File: src/rtl/count_seq_checker_pkg.sv
// Shared definitions for the arbitrary-sequence counter checker:
// sequence table (6-5-13-2-4-11-9-8), FSM state type and code lookup helpers.
package count_seq_checker_pkg;

    typedef enum logic [1:0] {
        HUNT   = 2'd0,
        SYNC   = 2'd1,
        LOCKED = 2'd2
    } state_t;

    localparam int SEQ_LEN = 8;

    // SEQ[i] lives at bits [4*i +: 4]; index 0 is code 6, index 7 is code 8.
    localparam logic [31:0] SEQ_TABLE = {4'd8, 4'd9, 4'd11, 4'd4,
                                         4'd2, 4'd13, 4'd5, 4'd6};

    // Code found at a given sequence position.
    function automatic logic [3:0] seq_code(input logic [2:0] i);
        return SEQ_TABLE[{i, 2'b00} +: 4];
    endfunction

    // Code -> {member, pos[2:0]}; non-members return member=0, pos=0.
    function automatic logic [3:0] seq_pos(input logic [3:0] code);
        logic [3:0] r;
        r = 4'b0000;
        for (int i = 0; i < SEQ_LEN; i++) begin
            if (SEQ_TABLE[4*i +: 4] == code) begin
                r = {1'b1, 3'(i)};
            end
        end
        return r;
    endfunction

endpackage

File: src/rtl/count_seq_checker_seq_decode.sv
// Combinational decoder: 4-bit counter code -> sequence membership and position.
module seq_decode
    import count_seq_checker_pkg::*;
(
    input  logic [3:0] code,
    output logic       member,
    output logic [2:0] pos
);

    logic [3:0] lookup;

    // Table lookup of the incoming code.
    always_comb begin
        lookup = seq_pos(code);
        member = lookup[3];
        pos    = lookup[2:0];
    end

endmodule

File: config.mk
export PLATFORM = sky130hd
export DESIGN_NAME = seq_decode
export DESIGN_NICKNAME = d
export VERILOG_FILES = /design/src/rtl/count_seq_checker_pkg.sv /design/src/rtl/count_seq_checker_seq_decode.sv
export SDC_FILE = /design/constraint.sdc
export NUM_CORES = 1
export LEC_CHECK = 0
export ABC_AREA = 1
export BUFFER_PORTS_ARGS = -buffer_cell sky130_fd_sc_hd__buf_4
export CORE_AREA = 2 2 39 41
export DETAILED_ROUTE_END_ITERATION = 16
export DIE_AREA = 0 0 41 43
export GPL_ROUTABILITY_DRIVEN = 0
export PLACE_DENSITY = 0.31
export RECOVER_POWER = 50
export SETUP_SLACK_MARGIN = 0.3
export SYNTH_ARGS = -nofsm -noshare
export SYNTH_HDL_FRONTEND = slang
export SYNTH_SLANG_ARGS = --single-unit
export TNS_END_PERCENT = 10
File: constraint.sdc
create_clock -name vclk -period 0.8
set_clock_uncertainty 0.1 [all_clocks]
set_input_delay 0.16 -clock vclk [all_inputs]
set_output_delay 0.16 -clock vclk [all_outputs]
set_load 0.05 [all_outputs]
==> results of run 1 <==
[synth_stat cells]
| library cell | count | area share [%] |
|---|---|---|
| nand2_1 | 13 | 39 |
| nor2_1 | 5 | 15 |
| nand4_1 | 1 | 5.1 |
| nor2_2 | 1 | 5.1 |
| inv_1 | 9 | 27 |
| nand3_1 | 2 | 8.1 |
[worst max-delay path by stage]
stage	to	slack, ns	depth (start not counted)
5_1_grt	member	-0.31	8
3_5_place_dp	pos[2]	-0.34	8
6_report	member	-0.25	7
4_1_cts	pos[2]	-0.28	8
3_3_place_gp	pos[2]	-0.36	8
2_1_floorplan	pos[0]	-0.22	4
[layer usage]
metal	global-route usage [%]	part of all wire, %	vias up
met5	0	0	-
met4	0	0	0
met3	0	8.2	0
met2	5.94	47	6
met1	6.96	45	74
li1	-	-	108
[timing repair]
| action | 4_1_cts | 5_1_grt |
|---|---|---|
| pin swaps | 6 | 7 |
| gates resized for setup | 14 | 7 |
| endpoints found under the setup margin | 4 | 4 |
[tightest hold or removal path, stage by stage]
cell and delay [ns]:
buf_8 0.09, nand3_1 0.09, nand3_2 0.07, buf_6 0.15
[logic make-up (layout without fill, tap and decap cells)]
logic type / count (synthesis) / in the layout / share of synthesized area [%]
and+or+nand+nor: 22 / 22 / 72.7
buffers and inverters: 9 / 18 / 27.3
[area by class of cell]
type | instances | share of cell area (%)
inverters | 9 | 15.8
multi-input cells | 22 | 40.8
well taps | 16 | 6.15
repair buffers | 9 | 37.3
[power by group]
part / internal (mW) / switching, mW
combinational: 0.102 / 0.138
clock: 0 / 0
sequential: 0 / 0
total: 0.102 / 0.138
[placed cells by master (no fill, tap or decap)]
| cell | synthesis | layout |
|---|---|---|
| nand4_1 | 1 | 1 |
| buf_12 | 0 | 1 |
| nand3_1 | 2 | 1 |
| inv_1 | 9 | 4 |
| inv_2 | 0 | 2 |
| nand2_1 | 13 | 9 |
| nand3_2 | 0 | 1 |
| nor2_1 | 5 | 2 |
| inv_4 | 0 | 2 |
| nor2_4 | 0 | 4 |
| nand2_2 | 0 | 4 |
| inv_12 | 0 | 1 |
| buf_8 | 0 | 4 |
| buf_4 | 0 | 1 |
| buf_6 | 0 | 3 |
[metrics by stage]
step	setup TNS [ns]	utilization, %
after global routing	-1.06	23.5
final	-0.870	23.5
after detailed placement	-1.28	18.4
after floorplan	-0.610	-
after global placement	-1.33	18.4
after CTS	-0.980	21.9
==> impl_results.md, run 1 <==
* WS Path Type: in2out
* Hold Crit Class: in2out
* Leakage at 0.165 nW
* DRT Pass-1 Iters at 2
* Max-slew violations at 0
* Die height at 43 um
* Number of diodes at 0
* WL per Instance at 6.77 um
* Final setup viols at 4
* Setup bufs post-CTS at 0
* Port Buffer Count at 8
* Final Worst Setup Slack at -0.251 ns
* # Max-Cap Violations at 0
* Congestion Overflow GR at 0
* Arrival @ worst endpoint at 0.79 ns
* Mapped Area at 124 um^2
* I/O Pins at 8
* Flip-flop and latch count at 0
* Antenna violations before repair at 0
* Synth warnings at 0
* Final wirelength at 379 um
* Worst slack, placed at -0.345 ns
* Initial Utilization at 8.95%
* Post-synthesis sequential area ratio at 0%
* Power per standard cell area at 736 nW/um^2
* Syn_area_per_cell at 4.00 um^2
* DP Cell Count at 56
* # DRC at 0
* Fin area at 325 um^2
* Crit-path max FO at 5
* Hold Crit Endpoint: pos[1]
* Fillcell total at 160
* Routed vias/inst at 3.36
* Vias at 188
* Peak Freq at 951 MHz
* Initial DRC count at 1
* Hold Buf Count CTS at 0
* Yosys cell types at 6
* CP endpoint kind: output pin
* Final net count at 46
* Syn nets at 35
* Hold Path Depth at 4
* Core area at 1380 um^2
* Crit path max-delay family: simple AND/OR/NAND/NOR gates
* Hpwl dp at 314 um
* Max incr delay on CP at 0.14 ns
* Crit path from: code[2]
* First-pass GRT wire length at 531 um
* Area grow syn2layout at 163%
* Period utilization at 131%
* Critical Path, Cell by Cell: buf_8 -> nor2_4 -> inv_1 -> nand2_1 -> nand2_2 -> nand2_2 -> buf_8
* Synth Instances at 31
* WHS at 0.620 ns
* Slowest CP cell: nor2_4
* Number of global-route vias before repair at 137
* Layout Cells excl Fill at 56
* Failing checks: negative setup slack
* Worst hold start: code[2]
* Largest net degree at the start of global routing at 6
* Die area at 1760 um^2
* Worst relative slew slack at 91.9%
* VDD IR max at 229 uV
* Tightest Pin Transition at 0.121 ns
* Critical Path Source Type: primary input
* Total track usage at 4.10%
* Multi-input logic area at 133 um^2
* Layout clock buffers at 0
* Final min period at 1.05 ns
* Reg area at 0 um^2
* Total power at 240 uW
* ANT nets after route at 0
* Share of layout cells above drive strength 1 at 57.5%
* Buffers and inverters on the worst path at 3
* Placed cell areas at 254 um^2
* Final hold vios at 0
* Die X at 41 um
* WP data required at 0.54 ns
* Status: complete, but fails checks
* Unrepaired setup endpoints after global routing: yes
* Rows at 14
Power figures use the tool's default switching activity.
==> run 2, diff against run 1 <==
--- a/config.mk
+++ b/config.mk
@@ -11,6 +11,8 @@
 export DETAILED_ROUTE_END_ITERATION = 16
 export DIE_AREA = 0 0 41 43
 export GPL_ROUTABILITY_DRIVEN = 0
+export GPL_TIMING_DRIVEN = 0
+export MAX_ROUTING_LAYER = met4
 export PLACE_DENSITY = 0.31
 export RECOVER_POWER = 50
 export SETUP_SLACK_MARGIN = 0.3
==> impl_results.md, run 2 (synthesized netlist as in run 1, its figures left out) <==
* DRT Pass-1 Iters at 4
* Flip-flop and latch count at 0
* Final Worst Setup Slack at -0.255 ns
* Area grow syn2layout at 146%
* Routed vias/inst at 3.55
* # DRC at 0
* Slowest CP cell: nor2_4
* Critical Path Source Type: primary input
* Worst slack, placed at -0.345 ns
* Tightest Pin Transition at 0.124 ns
* Number of diodes at 0
* Die area at 1760 um^2
* # Max-Cap Violations at 0
* Vias at 195
* Commonest non-fill, non-tap cell in the layout: nand2_1
* Failing checks: negative setup slack
* Uppermost layer routed: met3
* Share of layout cells above drive strength 1 at 53.8%
* Total track usage at 4.50%
* Critical Path, Cell by Cell: buf_8 -> nor2_4 -> inv_1 -> nand2_1 -> nand2_2 -> nand2_2 -> buf_8
* Number of global-route vias before repair at 145
* Die X at 41 um
* Hpwl dp at 319 um
* Hold Crit Endpoint: pos[1]
* VDD IR max at 192 uV
* WS Path Type: in2out
* Port Buffer Count at 8
* First-pass GRT wire length at 586 um
* DR WL met3 at 25 um
* I/O Pins at 8
* Period utilization at 132%
* CP endpoint kind: output pin
* Power per standard cell area at 747 nW/um^2
* Peak Freq at 947 MHz
* Layout clock buffers at 0
* Max incr delay on CP at 0.14 ns
* Hold Path Depth at 4
* Reg area at 0 um^2
* Initial DRC count at 7
* DP Cell Count at 55
* Routed length on met2 at 172 um
* Largest net degree at the start of global routing at 6
* Met1 Routed Length at 175 um
* Core area at 1380 um^2
* WL per Instance at 6.76 um
* Status: complete, but fails checks
* Initial Utilization at 8.95%
* Final setup viols at 4
* Congestion Overflow GR at 0
* WP data required at 0.54 ns
* Hold Crit Class: in2out
* Crit path from: code[2]
* Die height at 43 um
* Antenna violations before repair at 0
* Post-layout util at 22.1%
* Rows at 14
* Max-slew violations at 0
* Setup bufs post-CTS at 0
* Crit-path max FO at 5
* ANT nets after route at 0
* Final net count at 45
* Unrepaired setup endpoints after global routing: yes
* Layout Cells excl Fill at 55
* Worst relative slew slack at 91.7%
* Most frequent cells in the layout: 9 x nand2_1, 5 x inv_1, 5 x buf_8
* Final min period at 1.06 ns
* Leakage at 0.158 nW
* Worst hold start: code[3]
* Final wirelength at 372 um
* Arrival @ worst endpoint at 0.80 ns
* Final hold vios at 0
run 2: cell count changes in the layout (fill, tap and decap cells not counted), sizes merged:
| cell | previous run | this run |
|---|---|---|
| buf | 9 | 8 |
run 2: per-layer routing:
| layer | vias up | global-route usage [%] |
|---|---|---|
| li1 | 104 | - |
| met1 | 85 | 7.91 |
| met2 | 6 | 5.94 |
| met3 | 0 | 0 |
| met4 | 0 | 0 |
| met5 | - | - |
run 2: final cells by class:
class	count	area (um^2)
multi-input cells	22	128
well taps	16	20.0
inverters	9	48.8
repair buffers	8	109
fillers	162	1080
run 2: through the flow:
stage	hold WS [ns]	total power [mW]	area, um^2	TNS [ns]
final	0.615	0.228	305	-0.876
after global placement	0.683	0.187	246	-1.29
after detailed placement	0.670	0.187	246	-1.29
after global routing	0.656	0.244	305	-1.10
after CTS	0.620	0.224	299	-0.946
after floorplan	0.506	0.120	166	-0.610
run 2: worst max-delay path: cells and delay by family:
kind          cells  cell delay [ns]
buf+inv           3             0.30
simple gates      4             0.35
run 2: worst max path at each step:
stage / to / slack, ns / cells after the start
detailed placement: member / -0.35 / 7
finish: member / -0.26 / 7
CTS: pos[2] / -0.28 / 8
global placement: member / -0.34 / 8
floorplan: pos[0] / -0.22 / 4
global route: member / -0.31 / 7
run 2: repair_timing:
item / in CTS / in global routing
hold buffers: 0 / 0
resized for setup: 14 / 3
pin swaps: 8 / 2
setup endpoints to repair: 4 / 4
run 2: where the power goes:
part | switching (mW) | leakage [nW] | internal (mW) | total, mW
logic | 0.134 | 0.158 | 0.0944 | 0.228
registers | 0 | 0 | 0 | 0
clock network | 0 | 0 | 0 | 0
==> run 3, diff against run 2 <==
--- a/config.mk
+++ b/config.mk
@@ -6,14 +6,16 @@
 export NUM_CORES = 1
 export LEC_CHECK = 0
 export ABC_AREA = 1
-export BUFFER_PORTS_ARGS = -buffer_cell sky130_fd_sc_hd__buf_4
+export CELL_PAD_IN_SITES_DETAIL_PLACEMENT = 1
+export CELL_PAD_IN_SITES_GLOBAL_PLACEMENT = 2
 export CORE_AREA = 2 2 39 41
 export DETAILED_ROUTE_END_ITERATION = 16
 export DIE_AREA = 0 0 41 43
+export DONT_BUFFER_PORTS = 1
 export GPL_ROUTABILITY_DRIVEN = 0
 export GPL_TIMING_DRIVEN = 0
 export MAX_ROUTING_LAYER = met4
-export PLACE_DENSITY = 0.31
+export PLACE_DENSITY = 0.42
 export RECOVER_POWER = 50
 export SETUP_SLACK_MARGIN = 0.3
 export SYNTH_ARGS = -nofsm -noshare
==> impl_results.md, run 3 (synthesized netlist as in run 1, its figures left out) <==
* Worst relative slew slack at 58.7%
* Max-slew violations at 0
* Layout Cells excl Fill at 49
* Crit path max-delay family: simple AND/OR/NAND/NOR gates
* Antenna violations before repair at 0
* Congestion Overflow GR at 0
* DP Cell Count at 47
* Placed cell areas at 186 um^2
* Period utilization at 133%
* Die area at 1760 um^2
* Total track usage at 4.81%
* Die height at 43 um
* WHS at 0.486 ns
* CP endpoint kind: output pin
* Number of diodes at 0
* Worst slack, placed at -0.296 ns
* Routed vias/inst at 3.49
* Fillcell total at 176
* Arrival @ worst endpoint at 0.81 ns
* Final hold vios at 0
* Reg area at 0 um^2
* Largest net degree at the start of global routing at 6
* Final min period at 1.07 ns
* I/O Pins at 8
* Hpwl dp at 359 um
* Power per standard cell area at 641 nW/um^2
* WL per Instance at 8.69 um
* Buffers and inverters on the worst path at 1
* Unrepaired setup endpoints after global routing: yes
* Port Buffer Count at 0
* # DRC at 0
* # Max-Cap Violations at 0
* Number of global-route vias before repair at 148
* Core area at 1380 um^2
* Peak Freq at 937 MHz
* Hold Crit Class: in2out
* Leakage at 0.112 nW
* Tightest Pin Transition at 0.617 ns
* Area grow syn2layout at 93.9%
* Status: complete, but fails checks
* WS Path Type: in2out
* Slowest CP cell: nand4_1
* VDD IR max at 141 uV
* Multi-input logic area at 140 um^2
* Most frequent cells in the layout: 9 x nand2_1, 4 x inv_1, 3 x nor2_4, 3 x nand2_2
* Critical Path, Cell by Cell: inv_12 -> nor2_4 -> nand2_2 -> nand4_1
* Initial DRC count at 2
* Final setup viols at 4
* Final net count at 39
* Crit-path max FO at 4
* DRT Pass-1 Iters at 4
* Fin area at 240 um^2
* Failing checks: negative setup slack
* Layout clock buffers at 0
* WP data required at 0.54 ns
* Vias at 171
* Rows at 14
* Share of layout cells above drive strength 1 at 48.5%
* First-pass GRT wire length at 607 um
* Critical Path Source Type: primary input
* Hold Buf Count CTS at 0
* Max incr delay on CP at 0.44 ns
* Initial Utilization at 8.95%
* Flip-flop and latch count at 0
* Die X at 41 um
* Final wirelength at 426 um
* ANT nets after route at 0
* Commonest non-fill, non-tap cell in the layout: nand2_1
* Final Worst Setup Slack at -0.267 ns
==> run 3: changes by cell type in the layout (fill, tap and decap cells not counted) <==
cell	previous run	this run
buf_4	0	2
buf_6	3	0
buf_8	5	0
clkinvlp_4	0	1
inv_1	5	4
inv_12	1	2
inv_2	2	1
nand2_2	4	3
nand2_4	0	1
nand3_2	1	0
nand3_4	0	1
==> run 3: path summary, 6_finish.rpt <==
kind / endpoint / slack, ns / from / depth (start not counted)
max: pos[0] / -0.27 / code[1] / 4
min: member / 0.49 / code[2] / 4
==> run 3: cell type report <==
class                           count  area share (%)
Tap cell                           16            8.33
Multi-Input combinational cell     22            58.3
Inverter                            9            27.1
Timing Repair Buffer                2            6.25
==> run 3: stage by stage <==
stage                     util (%)  setup TNS (ns)  total power, mW
after floorplan                  -          -0.610            0.120
after global placement        13.5          -0.890            0.129
after detailed placement      13.5          -0.879            0.130
after CTS                     15.4          -0.682            0.142
after global routing          17.4          -0.858            0.164
final                         17.4          -0.746            0.154
==> run 3: repair_timing <==
| action | in CTS | in global routing |
|---|---|---|
| pin swaps | 3 | 5 |
| setup buffers | 0 | 2 |
| setup endpoints to repair | 4 | 4 |
| resized for setup | 8 | 3 |
==> run 3: per-layer routing <==
metal | vias up | track usage, % | wire length [um]
li1 | 92 | - | -
met1 | 74 | 7.28 | 212
met2 | 5 | 6.88 | 178
met3 | 0 | 1.05 | 35
met4 | 0 | 0 | 0
met5 | - | - | 0
==> run 3: where the power goes <==
| part | switching (mW) | internal (mW) |
|---|---|---|
| sequential | 0 | 0 |
| combinational | 0.110 | 0.0440 |
| clock | 0 | 0 |
| total | 0.110 | 0.0440 |
